[config.mk]
export PLATFORM = sky130hd
export DESIGN_NAME = gi2c_mini_nes_poll
export DESIGN_NICKNAME = d
export VERILOG_FILES = /design/src/rtl/gi2c_mini_nes_poll.sv
export SDC_FILE = /design/constraint.sdc
export NUM_CORES = 1
export LEC_CHECK = 0
export BUFFER_PORTS_ARGS = -buffer_cell sky130_fd_sc_hd__buf_4
export CAP_MARGIN = 40
export CORE_MARGIN = 3
export CORE_UTILIZATION = 28
export CTS_BUF_LIST = sky130_fd_sc_hd__clkbuf_8 sky130_fd_sc_hd__clkbuf_16
export CTS_CLUSTER_DIAMETER = 100
export CTS_CLUSTER_SIZE = 30
export DETAILED_ROUTE_END_ITERATION = 6
export SETUP_SLACK_MARGIN = 0.15
export SYNTH_ARGS = -nofsm -noshare
export SYNTH_HDL_FRONTEND = slang
export SYNTH_SLANG_ARGS = --single-unit
[constraint.sdc]
create_clock -name clk_40 -period 1.9 [get_ports clk_40]
set_clock_uncertainty 0.05 [all_clocks]
set_input_delay 0.38 -clock clk_40 [delete_from_list [all_inputs] [get_ports clk_40]]
set_output_delay 0.38 -clock clk_40 [all_outputs]
set_load 0.005 [all_outputs]
[src/rtl/gi2c_mini_nes_poll.sv]
// Poll scheduler, watchdog and button debouncer wrapped around the mini NES I2C reader.
// Issues periodic read requests, debounces the 9 button lines and publishes press/release events.
module gi2c_mini_nes_poll #(
    parameter int POLL_TICKS     = 400000,
    parameter int TIMEOUT_TICKS  = 200000,
    parameter int STABLE_SAMPLES = 2
) (
    input  logic       clk_40,
    input  logic       rst,
    input  logic       enable,
    output logic       request_data,
    input  logic       busy,
    input  logic       data_valid,
    input  logic [8:0] btn_raw,
    output logic [8:0] btn_state,
    output logic [8:0] btn_pressed,
    output logic [8:0] btn_released,
    output logic       update,
    output logic       timeout_err,
    output logic [1:0] dbg_state_o
);

    // Reader handshake: request_data is a single-cycle strobe issued only while busy=0;
    // the reader answers with a single-cycle data_valid, and btn_raw is valid in that same cycle.
    // data_valid outside a pending transaction carries no meaning and is dropped.
    typedef enum logic [1:0] {
        S_IDLE = 2'd0,
        S_REQ  = 2'd1,
        S_WAIT = 2'd2
    } state_e;

    localparam int TW = $clog2(POLL_TICKS + 1);
    localparam int WW = $clog2(TIMEOUT_TICKS + 1);
    localparam int MW = $clog2(STABLE_SAMPLES + 1);

    localparam logic [TW-1:0] TIMER_LAST = TW'(POLL_TICKS - 1);
    localparam logic [WW-1:0] WDOG_FIRE  = WW'(TIMEOUT_TICKS - 2);
    localparam logic [MW-1:0] MATCH_FULL = MW'(STABLE_SAMPLES);
    localparam logic [8:0]    BTN_RESET  = 9'h100;

    state_e          state_q, state_d;
    logic [TW-1:0]   timer_q, timer_d;
    logic [WW-1:0]   wdog_q, wdog_d;
    logic [MW-1:0]   match_q, match_d;
    logic [8:0]      cand_q, cand_d;
    logic [8:0]      btn_state_q, btn_state_d;
    logic [8:0]      pressed_q, pressed_d;
    logic [8:0]      released_q, released_d;
    logic            update_q, update_d;
    logic            timeout_q, timeout_d;
    logic            pending_q, pending_d;

    logic            tick;
    logic            capture;
    logic [MW-1:0]   match_nx;
    logic [8:0]      cand_nx;

    assign tick = enable && (timer_q == '0);

    always_ff @(posedge clk_40) begin
        if (rst) begin
            state_q     <= S_IDLE;
            timer_q     <= '0;
            wdog_q      <= '0;
            match_q     <= '0;
            cand_q      <= BTN_RESET;
            btn_state_q <= BTN_RESET;
            pressed_q   <= '0;
            released_q  <= '0;
            update_q    <= 1'b0;
            timeout_q   <= 1'b0;
            pending_q   <= 1'b0;
        end else begin
            state_q     <= state_d;
            timer_q     <= timer_d;
            wdog_q      <= wdog_d;
            match_q     <= match_d;
            cand_q      <= cand_d;
            btn_state_q <= btn_state_d;
            pressed_q   <= pressed_d;
            released_q  <= released_d;
            update_q    <= update_d;
            timeout_q   <= timeout_d;
            pending_q   <= pending_d;
        end
    end

    always_comb begin
        state_d     = state_q;
        wdog_d      = wdog_q;
        match_d     = match_q;
        cand_d      = cand_q;
        btn_state_d = btn_state_q;
        pressed_d   = '0;
        released_d  = '0;
        update_d    = 1'b0;
        timeout_d   = timeout_q;
        pending_d   = pending_q;
        capture     = 1'b0;
        match_nx    = match_q;
        cand_nx     = cand_q;

        if (!enable) begin
            timer_d = '0;
        end else if (timer_q == TIMER_LAST) begin
            timer_d = '0;
        end else begin
            timer_d = timer_q + TW'(1);
        end

        // Ticks seen outside IDLE are simply lost; only a busy reader defers one.
        case (state_q)
            S_IDLE: begin
                if ((tick || (pending_q && enable)) && !busy) begin
                    state_d = S_REQ;
                end else if (tick && busy) begin
                    pending_d = 1'b1;
                end
            end
            S_REQ: begin
                pending_d = 1'b0;
                wdog_d    = '0;
                state_d   = S_WAIT;
            end
            S_WAIT: begin
                if (data_valid) begin
                    capture = 1'b1;
                    state_d = S_IDLE;
                end else if (wdog_q == WDOG_FIRE) begin
                    wdog_d    = wdog_q + WW'(1);
                    timeout_d = 1'b1;
                    match_d   = '0;
                    state_d   = S_IDLE;
                end else begin
                    wdog_d = wdog_q + WW'(1);
                end
            end
            default: begin
                state_d = S_IDLE;
            end
        endcase

        // Debounce: a value must repeat on consecutive captures before it is published.
        if (capture) begin
            timeout_d = 1'b0;
            if (btn_raw == cand_q) begin
                cand_nx  = cand_q;
                match_nx = (match_q == MATCH_FULL) ? match_q : match_q + MW'(1);
            end else begin
                cand_nx  = btn_raw;
                match_nx = MW'(1);
            end
            cand_d  = cand_nx;
            match_d = match_nx;
            if ((match_nx == MATCH_FULL) && (cand_nx != btn_state_q)) begin
                btn_state_d = cand_nx;
                pressed_d   = cand_nx & ~btn_state_q;
                released_d  = ~cand_nx & btn_state_q;
                update_d    = 1'b1;
            end
        end
    end

    // Pulses are masked while rst is high so nothing leaks out of an aborted cycle.
    assign request_data = (state_q == S_REQ) && !rst;
    assign btn_state    = btn_state_q;
    assign btn_pressed  = rst ? '0 : pressed_q;
    assign btn_released = rst ? '0 : released_q;
    assign update       = update_q && !rst;
    assign timeout_err  = timeout_q;
    assign dbg_state_o  = state_q;

endmodule

==> results_dict.tcl <==
set metrics [dict create \
    max_freq_ghz 0.540 \
    path_delay_family "simple AND/OR/NAND/NOR gates" \
    min_period_over_period 0.975 \
    synthCells 447 \
    cpMaxStageDelayCell "or3_4" \
    cts_buffers 9 \
    tritoncts "done" \
    numClockSinks 80 \
    post_drt_wl_per_cell_um 12.8 \
    ios 46 \
    vdd_drop_max_mv 0.404 \
    globalRouteOverflowTotal 0 \
    num_rows 42 \
    drive_above_1_share 0.351 \
    fill_cells 1326 \
    synth_area_sq_um 3840 \
    crit_required_ns 2.11 \
    multi_input_area_sq_um 2300 \
    grt_pass1_vias 3226 \
    endpoint_kind "flip-flop" \
    critPathCapture "btn_state[3]" \
    synth_edf_count 0 \
    syn2layout_area_growth_pct 39.5 \
    nets 571 \
    setup_viol 0 \
    r2r_end "btn_state[3]" \
    synth_common_cells "80 x dfxtp_1, 45 x nor2_1, 34 x nand2_1" \
    r2r_slack_ns 0.05 \
    drv_cap 0 \
    async_reset_ff_frac 0 \
    synth_top_area_cell "dfxtp_1" \
    cp_max_fo 8 \
    start_util 0.288 \
    max_stage_delay_ns 0.35 \
    detail-route-antenna-nets 0 \
    antenna_found_initial 0 \
    synth.distinct_cells 44 \
    grt_pass1_wl_um 14900 \
    maxSlewViolCount 0 \
    numPortBuffers 45 \
    yosysTopAreaCellShare 0.417 \
    worst_hold_slack_ns 0.274 \
    cts_htree_levels 3 \
    status "finished clean" \
    hold_start "busy" \
    synth_most_common_cell "dfxtp_1" \
    clk-insertion-delay-late_ns 0.33 \
    fin_ws_ns 0.0482 \
    cp-startpoint "btn_state[1]" \
    ys_warn_count 0 \
    start_kind "flip-flop" \
    pre_cts_ws_ns -0.137 \
    ys.flop_type "dfxtp_1" \
    path_buf_inv 2 \
    crit_path_frequent_cell "or3_4" \
    place_inst 692 \
    drtIter0Drc 171 \
    worstPathArrival_ns 2.06 \
    hold_buffers 0 \
    clockRootBuffer "clkbuf_16" \
    ys_ff_latch 80 \
    regArea_sq_um 1620 \
    clk_pin_slew_ns 0.06 \
    timing_worst_setup_path_type "reg2reg" \
    rsz0062_at_grt "true" \
    drc 0 \
    grt_use_total 0.123 \
    drt_wl_total_um 9160 \
    dr.pass1.iters 4 \
    path_depth 8 \
    place_hpwl_um 6500 \
    die-width_um 123 \
    period_needed_ns 1.85 \
    antenna_cells 0 \
    ys_seq_area_frac 0.417 \
    p_leak_nw 2.07 \
    viasPerCell 4.54 \
    post-route-util 0.401 \
    syn_nets 484 \
    syn_area_per_cell_sq_um 8.59 \
    netlist_top_cells_area "dfxtp_1 42%, ha_1 7.5%, xnor2_1 5.0%" \
    hold_class "in2reg" \
    coreArea_sq_um 13300 \
    hold_violations 0 \
    reg2regPathDepth 8 \
    crit_chain "inv_1 -> ha_1 -> nand2_1 -> nor3_2 -> or3_4 -> buf_6 -> or3_4 -> a21oi_2" \
    dieHeight_um 123 \
    r2r_start "btn_state[1]" \
    clockBufferDepth 2 \
    p_per_area_nw_per_um2 654 \
    slew-limit-headroom 0.653 \
    worst_pin_slew_ns 0.513 \
    grt_start_max_net_pins 35 \
    die-area_sq_um 15200 \
    dr_total_vias 3243 \
    place_congestion 0.803 \
    fin_cells 714 \
]
-- state kept, by name, indices dropped and copies added (netlist names), 2 cells and up --
signal,cells
timer_q,19
wdog_q,18
btn_state,9
cand_q,9
pressed_q,9
released_q,9
dbg_state_o,2
match_q,2
-- worst min-delay path by stage --
stage | end | slack, ns | cells past startpoint
after global routing | dbg_state_o[0] | 0.27 | 3
after global placement | pending_q | 0.38 | 2
after CTS | dbg_state_o[0] | 0.27 | 3
after detailed placement | pending_q | 0.39 | 2
after floorplan | pending_q | 0.38 | 2
final | dbg_state_o[0] | 0.27 | 3
-- tightest hold or removal path, delay by kind of cell --
kind / cells / cell delay [ns]
buffers and inverters: 1 / 0.09
AO/OA/AOI/OAI: 1 / 0.05
AND/OR/NAND/NOR: 1 / 0.10
-- power breakdown --
group | leakage, nW | internal (mW) | switching [mW]
Clock | 0.139 | 0.939 | 0.651
Sequential | 0.652 | 1.69 | 0.00914
Combinational | 1.28 | 0.0938 | 0.123
Total | 2.07 | 2.72 | 0.782
-- area by class of cell --
cell class | count | area share
well taps | 176 | 0.0411
clock inverters | 4 | 0.00397
clock buffers | 11 | 0.0472
multi-input cells | 309 | 0.430
inverters | 33 | 0.0231
repair buffers | 101 | 0.152
flip-flops and latches | 80 | 0.302
-- kinds of logic (layout without fill, tap and decap cells) --
kind of cell,after synthesis,count (layout),share of synthesized area
AND/OR/NAND/NOR,198,198,0.275
flip-flops,80,80,0.417
XOR/XNOR,40,40,0.0912
buffers and inverters,58,149,0.0609
adder cells (fa/ha/maj),23,23,0.0749
AO/OA/AOI/OAI,48,48,0.0811
-- cell usage in the layout, fill, tap and decap left out, types with 4 or more instances in the layout --
master	synthesis	final
and2_1	18	14
o21ai_0	13	7
nand4_1	10	10
ha_1	23	19
nor2_2	0	6
inv_1	33	30
nand3_1	18	16
nand2_1	34	34
xnor2_1	22	22
and2_4	0	4
nor2b_1	22	21
a21oi_2	0	5
and3_1	7	7
or3_1	10	7
dfxtp_2	0	12
inv_2	0	4
xor2_1	18	18
buf_4	2	91
dfxtp_1	80	67
nor2_1	45	26
clkbuf_16	0	9
nor3_1	10	7
buf_6	1	8
ha_4	0	4
nor2_4	0	13
a21oi_1	23	18
-- stage by stage --
step | power [mW] | setup TNS [ns] | cell area (sq um)
2_1_floorplan | 1.82 | 0 | 3850
5_1_grt | 3.66 | -0.0386 | 5360
3_3_place_gp | 1.92 | -2.27 | 4680
4_1_cts | 3.53 | 0 | 5140
3_5_place_dp | 1.92 | -2.86 | 4680
6_report | 3.50 | 0 | 5360
-- per-layer routing --
layer | GRT usage | vias to the layer above | part of all wire
li1 | - | 1652 | -
met1 | 0.152 | 1510 | 0.45
met2 | 0.208 | 72 | 0.48
met3 | 0.0375 | 9 | 0.063
met4 | 0.0332 | 0 | 0.011
met5 | 0 | - | 0
-- timing repair --
item / 4_1_cts / 5_1_grt
setup buffers: 2 / 4
endpoints found under the setup margin: 61 / 62
pin swaps: 7 / 15
gates cloned: 1 / 0
gates resized for setup: 41 / 54
Note: power is estimated with default switching activity, not from simulation.
